`src/rtl/dram_req_arb_if.sv`:
```
// dram_req_arb_if
// Bundles the two request ports (instruction fetch on port 0, load/store on
// port 1) and the SDRAM controller user-interface handshake seen by the
// arbiter.
//   s0_* / s1_* : req/we/addr/wdata/ctrl from each master, ack/rdata back.
//   m_*         : rd_en/wr_en/addr/wdata/ctrl toward the controller,
//                 rdata/busy coming back from it.
// Modports:
//   slave  - the arbiter's view (serves the request masters, drives the
//            controller enables).
//   master - the environment's view (request masters plus the controller).
interface dram_req_arb_if;
  logic        s0_req;
  logic        s0_we;
  logic [31:0] s0_addr;
  logic [31:0] s0_wdata;
  logic [2:0]  s0_ctrl;
  logic        s0_ack;
  logic [31:0] s0_rdata;

  logic        s1_req;
  logic        s1_we;
  logic [31:0] s1_addr;
  logic [31:0] s1_wdata;
  logic [2:0]  s1_ctrl;
  logic        s1_ack;
  logic [31:0] s1_rdata;

  logic        m_rd_en;
  logic        m_wr_en;
  logic [31:0] m_addr;
  logic [31:0] m_wdata;
  logic [2:0]  m_ctrl;
  logic [31:0] m_rdata;
  logic        m_busy;

  modport slave (
    input  s0_req, s0_we, s0_addr, s0_wdata, s0_ctrl,
    input  s1_req, s1_we, s1_addr, s1_wdata, s1_ctrl,
    output s0_ack, s0_rdata, s1_ack, s1_rdata,
    output m_rd_en, m_wr_en, m_addr, m_wdata, m_ctrl,
    input  m_rdata, m_busy
  );

  modport master (
    output s0_req, s0_we, s0_addr, s0_wdata, s0_ctrl,
    output s1_req, s1_we, s1_addr, s1_wdata, s1_ctrl,
    input  s0_ack, s0_rdata, s1_ack, s1_rdata,
    input  m_rd_en, m_wr_en, m_addr, m_wdata, m_ctrl,
    output m_rdata, m_busy
  );
endinterface

```
`src/rtl/dram_req_arb.sv`:
```
// dram_req_arb
// Two-port round-robin request arbiter in front of the SDRAM user-interface
// controller. One request is granted at a time; the winner's fields are
// latched, the level-sensitive rd/wr enable is held until the controller
// raises busy (or an accept timeout expires), the read result is captured
// when busy falls, and a one-cycle ack carries it back to the winner.
// Ports:
//   clk   - system clock (same clock as the controller)
//   rst   - synchronous active-high reset
//   bus   - request ports and controller handshake (slave modport)
//   o_err - sticky flag: controller never accepted a request in time
module dram_req_arb #(
  parameter int unsigned ACCEPT_TIMEOUT = 32'd255
) (
  input  logic           clk,
  input  logic           rst,
  dram_req_arb_if.slave  bus,
  output logic           o_err
);

  localparam int unsigned     CNT_W     = $clog2(ACCEPT_TIMEOUT + 32'd1);
  localparam logic [CNT_W-1:0] CNT_LIMIT = CNT_W'(ACCEPT_TIMEOUT);
  localparam logic [CNT_W-1:0] CNT_ONE   = CNT_W'(1'b1);
  localparam logic [CNT_W-1:0] CNT_ZERO  = CNT_W'(1'b0);

  typedef enum logic [1:0] {
    ST_IDLE  = 2'd0,
    ST_ISSUE = 2'd1,
    ST_DONE  = 2'd2,
    ST_RESP  = 2'd3
  } state_t;

  state_t      state_r, next_state_s;
  logic        grant_r, grant_s;
  logic        last_grant_r, last_grant_s;
  logic [CNT_W-1:0] cnt_r, cnt_s;
  logic [31:0] rdata_q_r, rdata_q_s;
  logic        err_r, err_s;
  logic        rd_en_r, rd_en_s;
  logic        wr_en_r, wr_en_s;
  logic [31:0] addr_r, addr_s;
  logic [31:0] wdata_r, wdata_s;
  logic [2:0]  ctrl_r, ctrl_s;
  logic        ack0_r, ack0_s;
  logic        ack1_r, ack1_s;
  logic [31:0] rdata0_r, rdata0_s;
  logic [31:0] rdata1_r, rdata1_s;

  logic        win_s;
  logic        win_we_s;
  logic [31:0] win_addr_s;
  logic [31:0] win_wdata_s;
  logic [2:0]  win_ctrl_s;

  // Round-robin winner selection and mux of the winner's request fields.
  always_comb begin
    win_s       = 1'b0;
    win_we_s    = bus.s0_we;
    win_addr_s  = bus.s0_addr;
    win_wdata_s = bus.s0_wdata;
    win_ctrl_s  = bus.s0_ctrl;
    // On contention the port that was not served last wins; otherwise the
    // only requester wins (s1_req alone selects port 1).
    if (bus.s0_req && bus.s1_req) begin
      win_s = ~last_grant_r;
    end else begin
      win_s = bus.s1_req;
    end
    if (win_s) begin
      win_we_s    = bus.s1_we;
      win_addr_s  = bus.s1_addr;
      win_wdata_s = bus.s1_wdata;
      win_ctrl_s  = bus.s1_ctrl;
    end else begin
      win_we_s    = bus.s0_we;
      win_addr_s  = bus.s0_addr;
      win_wdata_s = bus.s0_wdata;
      win_ctrl_s  = bus.s0_ctrl;
    end
  end

  // Next-state and next-output logic; every output is registered below.
  always_comb begin
    next_state_s = state_r;
    grant_s      = grant_r;
    last_grant_s = last_grant_r;
    cnt_s        = cnt_r;
    rdata_q_s    = rdata_q_r;
    err_s        = err_r;
    rd_en_s      = rd_en_r;
    wr_en_s      = wr_en_r;
    addr_s       = addr_r;
    wdata_s      = wdata_r;
    ctrl_s       = ctrl_r;
    ack0_s       = 1'b0;
    ack1_s       = 1'b0;
    rdata0_s     = 32'h0000_0000;
    rdata1_s     = 32'h0000_0000;
    case (state_r)
      ST_IDLE: begin
        // A busy controller here means refresh or an operation accepted
        // before a reset; never issue on top of it.
        if (!bus.m_busy && (bus.s0_req || bus.s1_req)) begin
          grant_s      = win_s;
          addr_s       = win_addr_s;
          wdata_s      = win_wdata_s;
          ctrl_s       = win_ctrl_s;
          rd_en_s      = ~win_we_s;
          wr_en_s      = win_we_s;
          cnt_s        = CNT_ZERO;
          next_state_s = ST_ISSUE;
        end else begin
          next_state_s = ST_IDLE;
        end
      end
      ST_ISSUE: begin
        if (bus.m_busy) begin
          rd_en_s      = 1'b0;
          wr_en_s      = 1'b0;
          next_state_s = ST_DONE;
        end else if (cnt_r == CNT_LIMIT) begin
          // Controller never accepted: abandon and answer with zero data.
          rd_en_s      = 1'b0;
          wr_en_s      = 1'b0;
          err_s        = 1'b1;
          rdata_q_s    = 32'h0000_0000;
          next_state_s = ST_RESP;
        end else begin
          cnt_s        = cnt_r + CNT_ONE;
          next_state_s = ST_ISSUE;
        end
      end
      ST_DONE: begin
        if (!bus.m_busy) begin
          rdata_q_s    = bus.m_rdata;
          next_state_s = ST_RESP;
        end else begin
          next_state_s = ST_DONE;
        end
      end
      ST_RESP: begin
        if (grant_r) begin
          ack1_s   = 1'b1;
          rdata1_s = rdata_q_r;
        end else begin
          ack0_s   = 1'b1;
          rdata0_s = rdata_q_r;
        end
        last_grant_s = grant_r;
        next_state_s = ST_IDLE;
      end
      default: begin
        rd_en_s      = 1'b0;
        wr_en_s      = 1'b0;
        next_state_s = ST_IDLE;
      end
    endcase
  end

  // State and output registers with synchronous reset.
  always_ff @(posedge clk) begin
    if (rst) begin
      state_r      <= ST_IDLE;
      grant_r      <= 1'b0;
      last_grant_r <= 1'b1;
      cnt_r        <= CNT_ZERO;
      rdata_q_r    <= 32'h0000_0000;
      err_r        <= 1'b0;
      rd_en_r      <= 1'b0;
      wr_en_r      <= 1'b0;
      addr_r       <= 32'h0000_0000;
      wdata_r      <= 32'h0000_0000;
      ctrl_r       <= 3'b000;
      ack0_r       <= 1'b0;
      ack1_r       <= 1'b0;
      rdata0_r     <= 32'h0000_0000;
      rdata1_r     <= 32'h0000_0000;
    end else begin
      state_r      <= next_state_s;
      grant_r      <= grant_s;
      last_grant_r <= last_grant_s;
      cnt_r        <= cnt_s;
      rdata_q_r    <= rdata_q_s;
      err_r        <= err_s;
      rd_en_r      <= rd_en_s;
      wr_en_r      <= wr_en_s;
      addr_r       <= addr_s;
      wdata_r      <= wdata_s;
      ctrl_r       <= ctrl_s;
      ack0_r       <= ack0_s;
      ack1_r       <= ack1_s;
      rdata0_r     <= rdata0_s;
      rdata1_r     <= rdata1_s;
    end
  end

  assign bus.m_rd_en  = rd_en_r;
  assign bus.m_wr_en  = wr_en_r;
  assign bus.m_addr   = addr_r;
  assign bus.m_wdata  = wdata_r;
  assign bus.m_ctrl   = ctrl_r;
  assign bus.s0_ack   = ack0_r;
  assign bus.s0_rdata = rdata0_r;
  assign bus.s1_ack   = ack1_r;
  assign bus.s1_rdata = rdata1_r;
  assign o_err        = err_r;

endmodule

```
`src/flat_wrapper.sv`:
```
// flat-port wrapper written by rule: the top's interface ports become plain ports
module dram_req_arb_flat 
#(
  parameter int unsigned ACCEPT_TIMEOUT = 32'd255
)
  (clk, rst, o_err, bus_s0_req, bus_s0_we, bus_s0_addr, bus_s0_wdata, bus_s0_ctrl, bus_s1_req, bus_s1_we, bus_s1_addr, bus_s1_wdata, bus_s1_ctrl, bus_s0_ack, bus_s0_rdata, bus_s1_ack, bus_s1_rdata, bus_m_rd_en, bus_m_wr_en, bus_m_addr, bus_m_wdata, bus_m_ctrl, bus_m_rdata, bus_m_busy);
  dram_req_arb_if bus_i ();
  input  logic clk;
  input  logic rst;
  output logic o_err;
  input wire logic [$bits(bus_i.s0_req)-1:0] bus_s0_req;
  input wire logic [$bits(bus_i.s0_we)-1:0] bus_s0_we;
  input wire logic [$bits(bus_i.s0_addr)-1:0] bus_s0_addr;
  input wire logic [$bits(bus_i.s0_wdata)-1:0] bus_s0_wdata;
  input wire logic [$bits(bus_i.s0_ctrl)-1:0] bus_s0_ctrl;
  input wire logic [$bits(bus_i.s1_req)-1:0] bus_s1_req;
  input wire logic [$bits(bus_i.s1_we)-1:0] bus_s1_we;
  input wire logic [$bits(bus_i.s1_addr)-1:0] bus_s1_addr;
  input wire logic [$bits(bus_i.s1_wdata)-1:0] bus_s1_wdata;
  input wire logic [$bits(bus_i.s1_ctrl)-1:0] bus_s1_ctrl;
  output wire logic [$bits(bus_i.s0_ack)-1:0] bus_s0_ack;
  output wire logic [$bits(bus_i.s0_rdata)-1:0] bus_s0_rdata;
  output wire logic [$bits(bus_i.s1_ack)-1:0] bus_s1_ack;
  output wire logic [$bits(bus_i.s1_rdata)-1:0] bus_s1_rdata;
  output wire logic [$bits(bus_i.m_rd_en)-1:0] bus_m_rd_en;
  output wire logic [$bits(bus_i.m_wr_en)-1:0] bus_m_wr_en;
  output wire logic [$bits(bus_i.m_addr)-1:0] bus_m_addr;
  output wire logic [$bits(bus_i.m_wdata)-1:0] bus_m_wdata;
  output wire logic [$bits(bus_i.m_ctrl)-1:0] bus_m_ctrl;
  input wire logic [$bits(bus_i.m_rdata)-1:0] bus_m_rdata;
  input wire logic [$bits(bus_i.m_busy)-1:0] bus_m_busy;
  assign bus_i.s0_req = bus_s0_req;
  assign bus_i.s0_we = bus_s0_we;
  assign bus_i.s0_addr = bus_s0_addr;
  assign bus_i.s0_wdata = bus_s0_wdata;
  assign bus_i.s0_ctrl = bus_s0_ctrl;
  assign bus_i.s1_req = bus_s1_req;
  assign bus_i.s1_we = bus_s1_we;
  assign bus_i.s1_addr = bus_s1_addr;
  assign bus_i.s1_wdata = bus_s1_wdata;
  assign bus_i.s1_ctrl = bus_s1_ctrl;
  assign bus_s0_ack = bus_i.s0_ack;
  assign bus_s0_rdata = bus_i.s0_rdata;
  assign bus_s1_ack = bus_i.s1_ack;
  assign bus_s1_rdata = bus_i.s1_rdata;
  assign bus_m_rd_en = bus_i.m_rd_en;
  assign bus_m_wr_en = bus_i.m_wr_en;
  assign bus_m_addr = bus_i.m_addr;
  assign bus_m_wdata = bus_i.m_wdata;
  assign bus_m_ctrl = bus_i.m_ctrl;
  assign bus_i.m_rdata = bus_m_rdata;
  assign bus_i.m_busy = bus_m_busy;
  dram_req_arb #(.ACCEPT_TIMEOUT(ACCEPT_TIMEOUT)) u_core (.clk(clk), .rst(rst), .bus(bus_i), .o_err(o_err));
endmodule
```
`config.mk`:
```
export PLATFORM = sky130hd
export DESIGN_NAME = dram_req_arb_flat
export DESIGN_NICKNAME = d
export VERILOG_FILES = /design/src/rtl/dram_req_arb_if.sv /design/src/rtl/dram_req_arb.sv /design/src/flat_wrapper.sv
export SDC_FILE = /design/constraint.sdc
export NUM_CORES = 1
export LEC_CHECK = 0
export CORE_ASPECT_RATIO = 0.7
export CORE_UTILIZATION = 37
export DETAILED_ROUTE_END_ITERATION = 10
export PLACE_DENSITY = 0.76
export SLEW_MARGIN = 20
export SYNTH_ARGS = -nofsm -noshare
export SYNTH_HDL_FRONTEND = slang
export SYNTH_SLANG_ARGS = --single-unit
```
`constraint.sdc`:
```
create_clock -name clk -period 1.75 [get_ports clk]
set_clock_uncertainty 0.15 [all_clocks]
set_input_delay 0.35 -clock clk [delete_from_list [all_inputs] [get_ports clk]]
set_output_delay 0.35 -clock clk [all_outputs]
set_load 0.005 [all_outputs]
```
==> flow_summary.json, run 1 <==
{
  "portBuffers": 308,
  "power_density_mw_per_mm2": 868,
  "hold_depth": 2,
  "synth_nets": 777,
  "synth_top_cell_by_area": "dfxtp_1",
  "period_minus_slack_ns": 1.70,
  "cts_max_path_buffers": 2,
  "yosysWarnings": 0,
  "met1Wirelength_um": 8260,
  "setup_viol": 0,
  "syn_to_final_growth_pct": 63.9,
  "antenna_cells": 0,
  "hpwl_um": 13200,
  "grt_use_total": 0.195,
  "top_layer": "met4",
  "die_w_um": 162,
  "first_pass_iters": 4,
  "core_mm2": 0.0173,
  "cts_made_buffers": 17,
  "post-place-ws_ns": -0.433,
  "drive_gt1_frac": 0.157,
  "grt_pass1_wl_um": 28000,
  "min-delay-start": "rst",
  "die_h_um": 114,
  "hold_viol_final": 0,
  "cts_tree": "yes",
  "synthFlopType": "dfxtp_1",
  "slew_viol_final": 0,
  "crit_type": "in2reg",
  "initial_utilization": 0.383,
  "drv_cap": 0,
  "wl_per_cell_um": 15.4,
  "endpoint_kind": "flip-flop",
  "n_fill_cell": 1480,
  "antenna_found_initial": 0,
  "required_ns": 1.94,
  "setup_tns_ns": 0,
  "grt_max_degree": 73,
  "vias": 5500,
  "postRouteAntennaNets": 0,
  "fin_crit_sh": 0.974,
  "syn-instance-count": 603,
  "root_buffer": "clkbuf_16",
  "yosysUniqueCellTypes": 35,
  "worstMarginPinSlew_ns": 0.440,
  "vias_per_cell": 4.65,
  "met3_length_um": 1380,
  "slew_headroom": 0.707,
  "first_iter_violations": 214,
  "io_pins": 309,
  "cts.sinks": 180,
  "ys_ff_latch": 180,
  "rr_worst_depth": 7,
  "yosysSeqAreaShare": 0.544,
  "synth-async-reset-ratio": 0,
  "wl_met2_um": 8480,
  "synth.top_cell.area_share": 0.544,
  "gp_congestion": 0.804,
  "grt_pass1_vias": 5271,
  "crit_arrival_ns": 1.89,
  "power_leakage_nw": 4.98,
  "holdWs_ns": 0.0421,
  "insertion_delay_ns": 0.42,
  "drt_wl_total_um": 18300,
  "max_freq_mhz": 587,
  "irDropWorstVdd_mv": 0.533,
  "avgSynthCellArea_um2": 11.0,
  "rows": 40,
  "nets": 1112,
  "r2r-start": "u_core.cnt_r[0]",
  "startpoint": "bus_s1_req",
  "cp-start-kind": "primary input",
  "outcome": "complete, no violations",
  "power_w": 0.00943,
  "drc_errors": 0,
  "final_core_util": 0.627,
  "rsz0062_at_grt": "yes",
  "min_path_type": "in2reg",
  "critPathMaxFanout": 13,
  "htree_levels": 4,
  "die-area_mm2": 0.0185,
  "grt.overflow.total": 0,
  "finalWorstSetupSlack_ns": 0.0452,
  "syn_area_mm2": 0.00663,
  "synthTopCellsByArea": "dfxtp_1, mux2i_1, a211oi_2",
  "synth-edff-count": 0,
  "clkTransAtPathRegs_ns": 0.07
}
[critical path, stage by stage]
cell	delay (ns)
clkdlybuf4s50_1	0.48
buf_4	0.12
o21ba_2	0.14
and2_4	0.17
buf_12	0.14
buf_4	0.21
nor2_1	0.07
a211oi_2	0.19
[final timing paths]
path	to	slack (ns)
worst min-delay path	u_core.grant_r	0.04
worst max register to register	u_core.rdata_q_r[10]	0.05
worst max-delay path	u_core.bus.m_wdata[9]	0.05
worst min register to register	u_core.bus.s1_rdata[0]	0.32
[cells in the mapped netlist, types with 9 or more instances]
| cell type | n |
|---|---|
| dfxtp_1 | 180 |
| nor2_1 | 75 |
| mux2i_1 | 68 |
| and2_1 | 66 |
| a211oi_2 | 41 |
| a22o_1 | 32 |
| a211oi_1 | 27 |
| buf_2 | 21 |
| clkbuf_1 | 14 |
| a21oi_1 | 12 |
| nand2_1 | 10 |
| nand3_1 | 9 |
[flip-flops by register name, summed over array words and instances, names as in the netlist, 3 cells and up, named ones only]
| name | count |
|---|---|
| u_core.bus.m_addr | 32 |
| u_core.bus.m_ctrl | 3 |
| u_core.rdata_q_r | 32 |
| u_core.bus.s0_rdata | 32 |
| u_core.bus.s1_rdata | 32 |
| u_core.cnt_r | 8 |
| u_core.bus.m_wdata | 32 |
[metrics by stage]
stage / cells / cell area (um^2)
2_1_floorplan: 603 / 6630
3_3_place_gp: 1148 / 10300
3_5_place_dp: 1148 / 10300
4_1_cts: 1180 / 10700
5_1_grt: 1182 / 10900
6_report: 1182 / 10900
[cells in the final DEF, fill, tap and decap left out, drive strengths merged, types with 2 or more instances in the layout]
cell type,netlist,layout
clkdlybuf4s50,0,169
o21ai,8,8
nand2b,2,2
buf,31,54
dlymetal6s2s,0,21
clkinv,0,5
a21oi,12,12
inv,4,11
nor2,75,75
a31oi,5,5
mux2i,68,68
and2,66,66
nor3,2,2
nand4,2,2
nor3b,3,3
a211oi,68,68
clkbuf,14,17
dfxtp,180,180
clkinvlp,0,3
and3,2,2
nand3,9,9
dlygate4sd2,0,117
nand2,10,10
a22o,32,32
[metal layers]
metal	vias to the layer above	GRT usage
li1	2799	-
met1	2506	0.249
met2	184	0.322
met3	11	0.0593
met4	0	0.0440
met5	-	0
[cells by family (layout without fill, tap and decap cells)]
logic type      count (synthesis)  count (layout)  share of synthesized area
compound gates                132             132                      0.179
fa+ha+maj                       1               1                    0.00189
buf+inv                        49             397                     0.0402
flops                         180             180                      0.544
mux                            68              68                      0.103
simple gates                  173             173                      0.132
[area by class of cell]
cell class	instances	area (um^2)	area share
multi-input cells	374	2820	0.260
well taps	231	289	0.0266
clock buffers	17	425	0.0392
flip-flops and latches	180	3610	0.333
repair buffers	361	3540	0.326
clock inverters	15	161	0.0149
inverters	4	15.0	0.00138
[timing repair]
item                       in CTS  in global routing
hold endpoints to repair        0                  0
pin swaps                       0                  3
buffers inserted                0                  2
setup endpoints to repair     118                123
hold buffers                    0                  0
gates resized for setup       124                 31
[power by group]
part	internal, W	total [W]	switching, W	leakage (nW)
registers	0.00426	0.00434	0.0000836	1.47
clock network	0.00191	0.00373	0.00182	0.278
logic	0.000814	0.00136	0.000550	3.23
Note: power is estimated with default switching activity, not from simulation.
==> run 2: changes to the inputs <==
Settings changed: ABC_CLOCK_PERIOD_IN_PS from default to 1750.
==> results of run 2 <==
Same layout as run 1: the final DEF is identical, and so are final timing and power.
